<file path="config.mk">
export PLATFORM = sky130hd
export DESIGN_NAME = pw_bus_sequencer
export DESIGN_NICKNAME = d
export VERILOG_FILES = /design/src/rtl/pw_pkg.sv /design/src/rtl/pw_mem_mux.sv /design/src/rtl/pw_bus_sequencer.sv
export SDC_FILE = /design/constraint.sdc
export NUM_CORES = 1
export LEC_CHECK = 0
export ABC_AREA = 1
export ABC_CLOCK_PERIOD_IN_PS = 2500
export CAP_MARGIN = 40
export CORE_ASPECT_RATIO = 0.75
export CORE_MARGIN = 2
export CORE_UTILIZATION = 35
export DETAILED_ROUTE_END_ITERATION = 10
export GPL_TIMING_DRIVEN = 0
export PLACE_DENSITY = 0.93
export SETUP_SLACK_MARGIN = 0.4
export SLEW_MARGIN = 40
export SYNTH_ARGS = -nofsm -noshare
export SYNTH_HDL_FRONTEND = slang
export SYNTH_SLANG_ARGS = --single-unit
</file>
<file path="constraint.sdc">
create_clock -name Clk -period 2.5 [get_ports Clk]
set_input_delay 0.75 -clock Clk [delete_from_list [all_inputs] [get_ports Clk]]
set_output_delay 0.75 -clock Clk [all_outputs]
set_load 0.005 [all_outputs]
</file>
<file path="src/rtl/pw_pkg.sv">
// Shared definitions for the Picowizard bus sequencer.
//
// Purpose: address/data widths, the default halt-mailbox address and the
//          sequencer state encoding used by pw_bus_sequencer and pw_mem_mux.
// Ports:   none (package).
package pw_pkg;

    localparam int PW_ADR_W  = 16;
    localparam int PW_DATA_W = 8;

    // Default mailbox sits at the top of the address space, so a core that
    // runs off the end of memory cannot wrap silently past it.
    localparam logic [PW_ADR_W-1:0] PW_HALT_ADR = 16'hFFFF;

    typedef enum logic [2:0] {
        IDLE,
        HACC,
        HWAIT,
        RUN,
        STOP
    } pwState_t;

endpackage

</file>
<file path="src/rtl/pw_mem_mux.sv">
// Host/core memory port multiplexer for the Picowizard bus sequencer.
//
// Purpose: steers the single RAM port to the host (HostSel) or to the core
//          (CoreSel) and turns a core write to the halt mailbox into a
//          mailbox hit instead of a RAM write. With neither select active
//          the RAM port is idle and all outputs are zero.
// Ports:
//   HostSel, CoreSel          port owner selects (mutually exclusive)
//   HostWe/HostAdr/HostWData  host access request fields
//   CpuLdMem/CpuWrtMem        core read/write strobes
//   CpuAdrOut/CpuDataOut      core address and write data
//   MailboxHit                core write to HALT_ADR while the core owns the port
//   MemAdr/MemWData/MemWe/MemRe  RAM port
module pw_mem_mux
    import pw_pkg::*;
#(
    parameter logic [PW_ADR_W-1:0] HALT_ADR = PW_HALT_ADR
) (
    input  logic                 HostSel,
    input  logic                 CoreSel,
    input  logic                 HostWe,
    input  logic [PW_ADR_W-1:0]  HostAdr,
    input  logic [PW_DATA_W-1:0] HostWData,
    input  logic                 CpuLdMem,
    input  logic                 CpuWrtMem,
    input  logic [PW_ADR_W-1:0]  CpuAdrOut,
    input  logic [PW_DATA_W-1:0] CpuDataOut,
    output logic                 MailboxHit,
    output logic [PW_ADR_W-1:0]  MemAdr,
    output logic [PW_DATA_W-1:0] MemWData,
    output logic                 MemWe,
    output logic                 MemRe
);

    assign MailboxHit = CoreSel && CpuWrtMem && (CpuAdrOut == HALT_ADR);

    always_comb begin
        MemAdr   = '0;
        MemWData = '0;
        MemWe    = 1'b0;
        MemRe    = 1'b0;
        if (HostSel) begin
            MemAdr   = HostAdr;
            MemWData = HostWData;
            MemWe    = HostWe;
            MemRe    = !HostWe;
        end else if (CoreSel) begin
            MemAdr   = CpuAdrOut;
            MemWData = CpuDataOut;
            MemRe    = CpuLdMem;
            // The mailbox is not backed by RAM; keep the write off the bus.
            MemWe    = CpuWrtMem && !MailboxHit;
        end
    end

endmodule

</file>
<file path="src/rtl/pw_bus_sequencer.sv">
// Picowizard bus sequencer: owns the shared program/data memory port.
//
// Purpose: holds the core in reset while an external host loads/inspects
//          memory, runs the core on Start, and stops it on a mailbox write
//          (capturing the halt code) or on Abort. Host accesses take two
//          cycles from the HostReq sample to the one-cycle HostAck pulse,
//          with HostRData valid alongside HostAck.
// Optional feature: define PW_BUS_SEQ_WATCHDOG_EN to add a run-cycle
//          watchdog (parameter WDT_CYCLES, sticky output TimedOut).
// Ports:
//   Clk, Rst                  clock, asynchronous active-high reset
//   HostReq/HostWe/HostAdr/HostWData, HostAck/HostRData   host access port
//   Start, Abort              run control pulses
//   Running, Halted, HaltCode run status
//   CpuEn                     core enable (low holds the core in reset)
//   CpuLdMem/CpuWrtMem/CpuAdrOut/CpuDataOut/CpuDataIn     core memory port
//   MemAdr/MemWData/MemWe/MemRe/MemRData                  RAM port (1-cycle read)
//   TimedOut                  watchdog stop flag (watchdog builds only)
module pw_bus_sequencer
    import pw_pkg::*;
#(
    parameter logic [PW_ADR_W-1:0] HALT_ADR = PW_HALT_ADR,
    parameter int unsigned WDT_CYCLES = 65536
) (
    input  logic                 Clk,
    input  logic                 Rst,
    input  logic                 HostReq,
    input  logic                 HostWe,
    input  logic [PW_ADR_W-1:0]  HostAdr,
    input  logic [PW_DATA_W-1:0] HostWData,
    output logic                 HostAck,
    output logic [PW_DATA_W-1:0] HostRData,
    input  logic                 Start,
    input  logic                 Abort,
    output logic                 Running,
    output logic                 Halted,
    output logic [PW_DATA_W-1:0] HaltCode,
    output logic                 CpuEn,
    input  logic                 CpuLdMem,
    input  logic                 CpuWrtMem,
    input  logic [PW_ADR_W-1:0]  CpuAdrOut,
    input  logic [PW_DATA_W-1:0] CpuDataOut,
    output logic [PW_DATA_W-1:0] CpuDataIn,
    output logic [PW_ADR_W-1:0]  MemAdr,
    output logic [PW_DATA_W-1:0] MemWData,
    output logic                 MemWe,
    output logic                 MemRe,
    input  logic [PW_DATA_W-1:0] MemRData
`ifdef PW_BUS_SEQ_WATCHDOG_EN
    ,
    output logic                 TimedOut
`endif
);

    pwState_t state, nextState;
    logic     startPend;
    logic     mailboxHit;
    logic     wdtExpire;
    logic     enterRun;
    logic     hostSel, coreSel;

    assign hostSel   = (state == HACC);
    assign coreSel   = (state == RUN);
    assign CpuEn     = coreSel;
    assign Running   = coreSel;
    assign CpuDataIn = MemRData;

    pw_mem_mux #(
        .HALT_ADR (HALT_ADR)
    ) uMemMux (
        .HostSel    (hostSel),
        .CoreSel    (coreSel),
        .HostWe     (HostWe),
        .HostAdr    (HostAdr),
        .HostWData  (HostWData),
        .CpuLdMem   (CpuLdMem),
        .CpuWrtMem  (CpuWrtMem),
        .CpuAdrOut  (CpuAdrOut),
        .CpuDataOut (CpuDataOut),
        .MailboxHit (mailboxHit),
        .MemAdr     (MemAdr),
        .MemWData   (MemWData),
        .MemWe      (MemWe),
        .MemRe      (MemRe)
    );

`ifdef PW_BUS_SEQ_WATCHDOG_EN
    logic [31:0] runCnt;

    assign wdtExpire = coreSel && (runCnt == 32'(WDT_CYCLES - 1));

    always_ff @(posedge Clk or posedge Rst) begin
        if (Rst) begin
            runCnt   <= '0;
            TimedOut <= 1'b0;
        end else begin
            if (enterRun) begin
                runCnt   <= '0;
                TimedOut <= 1'b0;
            end else if (coreSel) begin
                runCnt <= runCnt + 32'd1;
                // A mailbox halt in the expiry cycle is a clean halt.
                if (wdtExpire && !mailboxHit) begin
                    TimedOut <= 1'b1;
                end
            end
        end
    end
`else
    assign wdtExpire = 1'b0;
`endif

    // HostAck is high in the first IDLE cycle after an access while the host
    // may still be holding HostReq; ignoring HostReq then keeps a finished
    // request from being serviced twice.
    always_comb begin
        nextState = state;
        case (state)
            IDLE: begin
                if (HostReq && !HostAck) begin
                    nextState = HACC;
                end else if (Start || startPend) begin
                    nextState = RUN;
                end
            end
            HACC:    nextState = HWAIT;
            HWAIT:   nextState = IDLE;
            RUN: begin
                if (mailboxHit || Abort || wdtExpire) begin
                    nextState = STOP;
                end
            end
            STOP:    nextState = IDLE;
            default: nextState = IDLE;
        endcase
    end

    assign enterRun = (state == IDLE) && (nextState == RUN);

    always_ff @(posedge Clk or posedge Rst) begin
        if (Rst) begin
            state     <= IDLE;
            startPend <= 1'b0;
            HostAck   <= 1'b0;
            HostRData <= '0;
            Halted    <= 1'b0;
            HaltCode  <= '0;
        end else begin
            state   <= nextState;
            HostAck <= (state == HWAIT);

            // RAM data for a host read arrives during HWAIT.
            if ((state == HWAIT) && !HostWe) begin
                HostRData <= MemRData;
            end

            // A Start that collides with host traffic waits for it to finish.
            if (enterRun) begin
                startPend <= 1'b0;
            end else if (Start && ((state == HACC) || (state == HWAIT) ||
                                   ((state == IDLE) && (nextState == HACC)))) begin
                startPend <= 1'b1;
            end

            if (enterRun) begin
                Halted <= 1'b0;
            end else if (mailboxHit) begin
                Halted   <= 1'b1;
                HaltCode <= CpuDataOut;
            end
        end
    end

endmodule

</file>
## Word level (Yosys, flattened, before mapping)

Index checks and enable logic that the tools add are counted.
Widths: inputs -> output; s select.

- Flip-flop bits (word level): 22
- Bits in latches: 0
- Memories: 0
- Bits in read-only memories: 0
- Bits in writable memories: 0
- Output and inout port bits: 54
- Bits of input ports: 64

- Shift operators: 0
- Reductions and logical operators: 19
- Divide/modulo/power cells: 0
- $lt $le $gt $ge: 0
- Eq/ne operators: 6
- Bitwise operators: 1
- $add $sub $neg: 0
- $mul: 0
- Multiplexer cells: 16

Operators by type and width:

| kind | number |
|---|---|
| $mux 16 | 2 |
| $eq 16x16->1 const B | 1 |
| $mux 8 | 2 |
| $eq 3x2->1 const B | 3 |
| $mux 3 | 3 |
| $pmux 3 s3 | 1 |
| $logic_and 1x1->1 | 8 |
| $mux 1 | 8 |
| $eq 3x1->1 const B | 2 |
| $logic_or 1x1->1 | 4 |
| $reduce_bool 2->1 | 2 |
| $logic_not 1->1 | 3 |
| $logic_not 3->1 | 1 |
| $reduce_and 2->1 | 1 |
| $not 1->1 | 1 |

## Longest topological paths before layout

- Depth after elaboration: 12
- Gate-level depth with buffers: 7
- Mapped depth without buffers: 7

## Hierarchy

From an unflattened synthesis, not the netlist that was laid out.

- Cells, all modules: 219
- Area, all modules: 1540.2 um2

By module, submodules not included:

| module | sequential area each (um2) | instances | area each (um2) | cells each |
|---|---|---|---|---|
| pw_bus_sequencer | 550.5 | 1 | 1003.5 | 116 |
| pw_mem_mux | 0.0 | 1 | 536.8 | 103 |

## Least setup slack after synthesis

OpenSTA, ideal clock, no wires.

- Path kind: input -> output
- From: input port CpuAdrOut[12]
- To: output port MemWe
- Path slack: 566 ps
- Data arrival time: 1184 ps
- Stages: 5
- Buffers on the path: 0
- Cells stage by stage: nand2_1 nor2_1 nand2_1 o21ai_0 o21ai_0

- Longest elaborated chain between the ends: 6

Ends and longest elaborated chain:

| item | RTL line | source |
|---|---|---|
| from (decl) | pw_bus_sequencer.sv:41 | `input logic [PW_ADR_W-1:0] CpuAdrOut,` |
| $eq 16x16->1 | pw_mem_mux.sv:35 | `assign MailboxHit = CoreSel && CpuWrtMem && (CpuAdrOut == HALT_ADR);` |
| $logic_and 1x1->1 | pw_mem_mux.sv:35 |  |
| $logic_not 1->1 | pw_mem_mux.sv:52 | `MemWe = CpuWrtMem && !MailboxHit;` |
| $logic_and 1x1->1 | pw_mem_mux.sv:52 |  |
| $mux 1 | pw_mem_mux.sv:47 | `end else if (CoreSel) begin` |
| $mux 1 | pw_mem_mux.sv:42 | `if (HostSel) begin` |
| to (decl) | pw_bus_sequencer.sv:46 | `output logic MemWe,` |

Every way passes these cells.

## Worst setup path in the final report

- From: register state[0]
- To: output port MemAdr[10]

- Longest elaborated chain between the ends: 3
- Elaborated cells on any way between the ends: 4
- Classes of those cells: eq/ne: 2; mux: 2

Ends and longest elaborated chain:

| item | RTL line | source |
|---|---|---|
| from (decl) | pw_bus_sequencer.sv:55 | `pwState_t state, nextState;` |
| from (signal assigned) | pw_bus_sequencer.sv:149 | `state <= nextState;` |
| $eq 3x2->1 | pw_bus_sequencer.sv:63 | `assign coreSel = (state == RUN);` |
| $mux 16 | pw_mem_mux.sv:47 |  |
| $mux 16 (*) | pw_mem_mux.sv:42 |  |
| to (decl) | pw_bus_sequencer.sv:44 | `output logic [PW_ADR_W-1:0] MemAdr,` |

Every way passes the cells marked *; elsewhere a longest branch is shown, timed or not.

==> results_dict.tcl <==
set metrics [dict create \
    gp_congestion 0.776 \
    critPathBufInv 6 \
    hp-start "HostRData[6]" \
    final_nets 390 \
    grt_pass1_vias 1998 \
    ir_drop_mv 0.458 \
    final_common_cell "nand2_1" \
    overflow 0 \
    slowest_delay_ps 380 \
    dieHeight_um 59.0 \
    r2r_setup_slack_ps 900 \
    cp.required_ps 1750 \
    p_leak_nw 1.48 \
    critical-path-top-delay-family "buffers and inverters" \
    grt_max_degree 14 \
    clk_pin_slew_worst_paths_ps 80 \
    worstHoldPathCells 2 \
    crit_cells 8 \
    ff_latch_area_um2 552 \
    design_area_um2 2880 \
    worst_pin_slew_ps 476 \
    preCtsSetupSlack_ps -596 \
    crit_path_end_kind "output port" \
    criticalPathCategory "reg -> out" \
    insertion_delay_ps 270 \
    yosys_warnings 0 \
    antenna_found_initial 0 \
    syn_inst 177 \
    synth_seq_area_share_pct 38.9 \
    power_density_nw_per_um2 875 \
    synth_area_um2 1410 \
    multi_input_area_um2 724 \
    rr_endpoint "state[1]" \
    worstPathMaxFanout 4 \
    finalCritPeriodShare_pct 92.5 \
    io_pins 118 \
    syn-num-nets 241 \
    maxCapViolCount 0 \
    routed-via-count 1924 \
    power_w 0.00252 \
    placed_area_um2 2670 \
    wirelength_um 6320 \
    ys_seq_elements 22 \
    postCtsHoldBufs 0 \
    die_area_um2 4570 \
    arrival_ps 1560 \
    worstSetupStartpointType "register" \
    cts_sinks 22 \
    slowest_stage "dfrtp_1" \
    drive_above_1_share_pct 40.0 \
    portBuffers 117 \
    n_fill_cell 296 \
    fin_skew_ps 4.53 \
    area_growth_pct 104 \
    avgSynthCellArea_um2 7.99 \
    yosysTopAreaCell "dfrtp_1" \
    rsz0062_at_grt "yes" \
    wl_per_cell_um 16.8 \
    final_cell_mix "nand2_1, dlygate4sd2_1, clkdlybuf4s50_1" \
    hold_path.class "reg -> reg" \
    grt_pass1_wl_um 9870 \
    fmax_ghz 0.432 \
    rows 19 \
    finalHoldViolCount 0 \
    slew_headroom_pct 68.2 \
    ys_types 24 \
    cts.htree.levels 1 \
    synth_top_cells_by_area "dfrtp_1, nand2_1, a32o_1, nand3_1, buf_4" \
    fp.dieW_um 77.4 \
    core_um2 3760 \
    min_period_ps 2310 \
    start_util_pct 37.6 \
    maxSlewViolCount 0 \
    cts_buffers 3 \
    crit_chain "buf_6 -> nand3_4 -> buf_8 -> inv_8 -> buf_8 -> buf_6 -> a32o_1 -> buf_2" \
    drt-initial-drc-count 116 \
    reg2regPathDepth 9 \
    cts_tree "built" \
    fin_ws_ps 187 \
    antenna_left 0 \
    clockBufferDepth 2 \
    status "finished clean" \
    timing.rr.start "state[2]" \
    hold_end "HostRData[6]" \
    setup-violations-final 0 \
    stdcell_count 377 \
    dr.pass1.iters 4 \
    dp.cells 347 \
    synth_top_area_share_pct 38.9 \
    via_per_inst 5.10 \
    drc_errors 0 \
    cts_root_buf "clkbuf_8" \
    fin_setup_tns_ps 0 \
    grt_usage_pct 28.0 \
    n_antenna_cell 0 \
    hpwl_um 4100 \
]
## cells in the mapped netlist, drive strengths merged
cell	count
clkbuf	1
a32o	16
o21ai	22
nor2	10
clkinv	1
nand2	45
a21oi	3
nor3	1
nand3	20
dfrtp	22
buf	16
inv	20
## per-layer routing
metal,part of all wire [%],global-route usage (%),up-vias,wire length [um]
met5,0,0,-,0
met3,7.2,7.32,21,458
li1,-,-,894,-
met1,37,31.5,921,2370
met2,52,51.3,88,3280
met4,3.4,12.2,0,215
## layout make-up
class,count,share of cell area (%)
clock buffers,3,1.43
inverters,21,3.17
clock inverters,1,1.04
flip-flops and latches,22,19.1
plain buffers,17,5.68
well taps,52,2.26
repair buffers,144,42.2
multi-input cells,117,25.1
## worst max-delay path by stage
stage,from,end
3_3_place_gp,HostWe,MemWe
3_5_place_dp,HostWe,MemWe
2_1_floorplan,CpuAdrOut[12],MemWe
4_1_cts,CpuAdrOut[11],MemWe
6_report,state[0],MemAdr[10]
5_1_grt,CpuAdrOut[15],MemWe
## registers in the layout, indices dropped and copies added (netlist names)
| name | flops |
|---|---|
| HostRData | 8 |
| HaltCode | 8 |
| startPend | 1 |
| HostAck | 1 |
| state | 3 |
| Halted | 1 |
## metrics by stage
step,util (%),hold slack [ps]
2_1_floorplan,-,465
3_3_place_gp,70.6,454
3_5_place_dp,71.0,458
4_1_cts,75.1,476
5_1_grt,76.8,506
6_report,76.8,476
## kinds of logic (layout without fill, tap and decap cells)
kind of cell,count (synthesis),count (layout),share of synthesized area (%)
compound gates,41,41,22.6
buf+inv,38,186,14.9
flops,22,22,38.9
simple gates,76,76,23.6
## power breakdown
part | switching (W) | internal (W)
Combinational | 0.000794 | 0.000880
Clock | 0.000122 | 0.000214
Sequential | 0.0000614 | 0.000452
## what timing repair did
| item | 4_1_cts | 5_1_grt |
|---|---|---|
| pin swaps | 31 | 13 |
| gates resized for setup | 233 | 39 |
| cloned | 4 | 0 |
| setup endpoints to repair | 36 | 28 |
| setup buffers | 17 | 5 |
## tightest hold or removal path, cell delays in order, from the launching register on
cell and delay (ps):
dfrtp_1 350, nand2_1 50, nand2_1 50
Note: power is estimated with default switching activity, not from simulation.
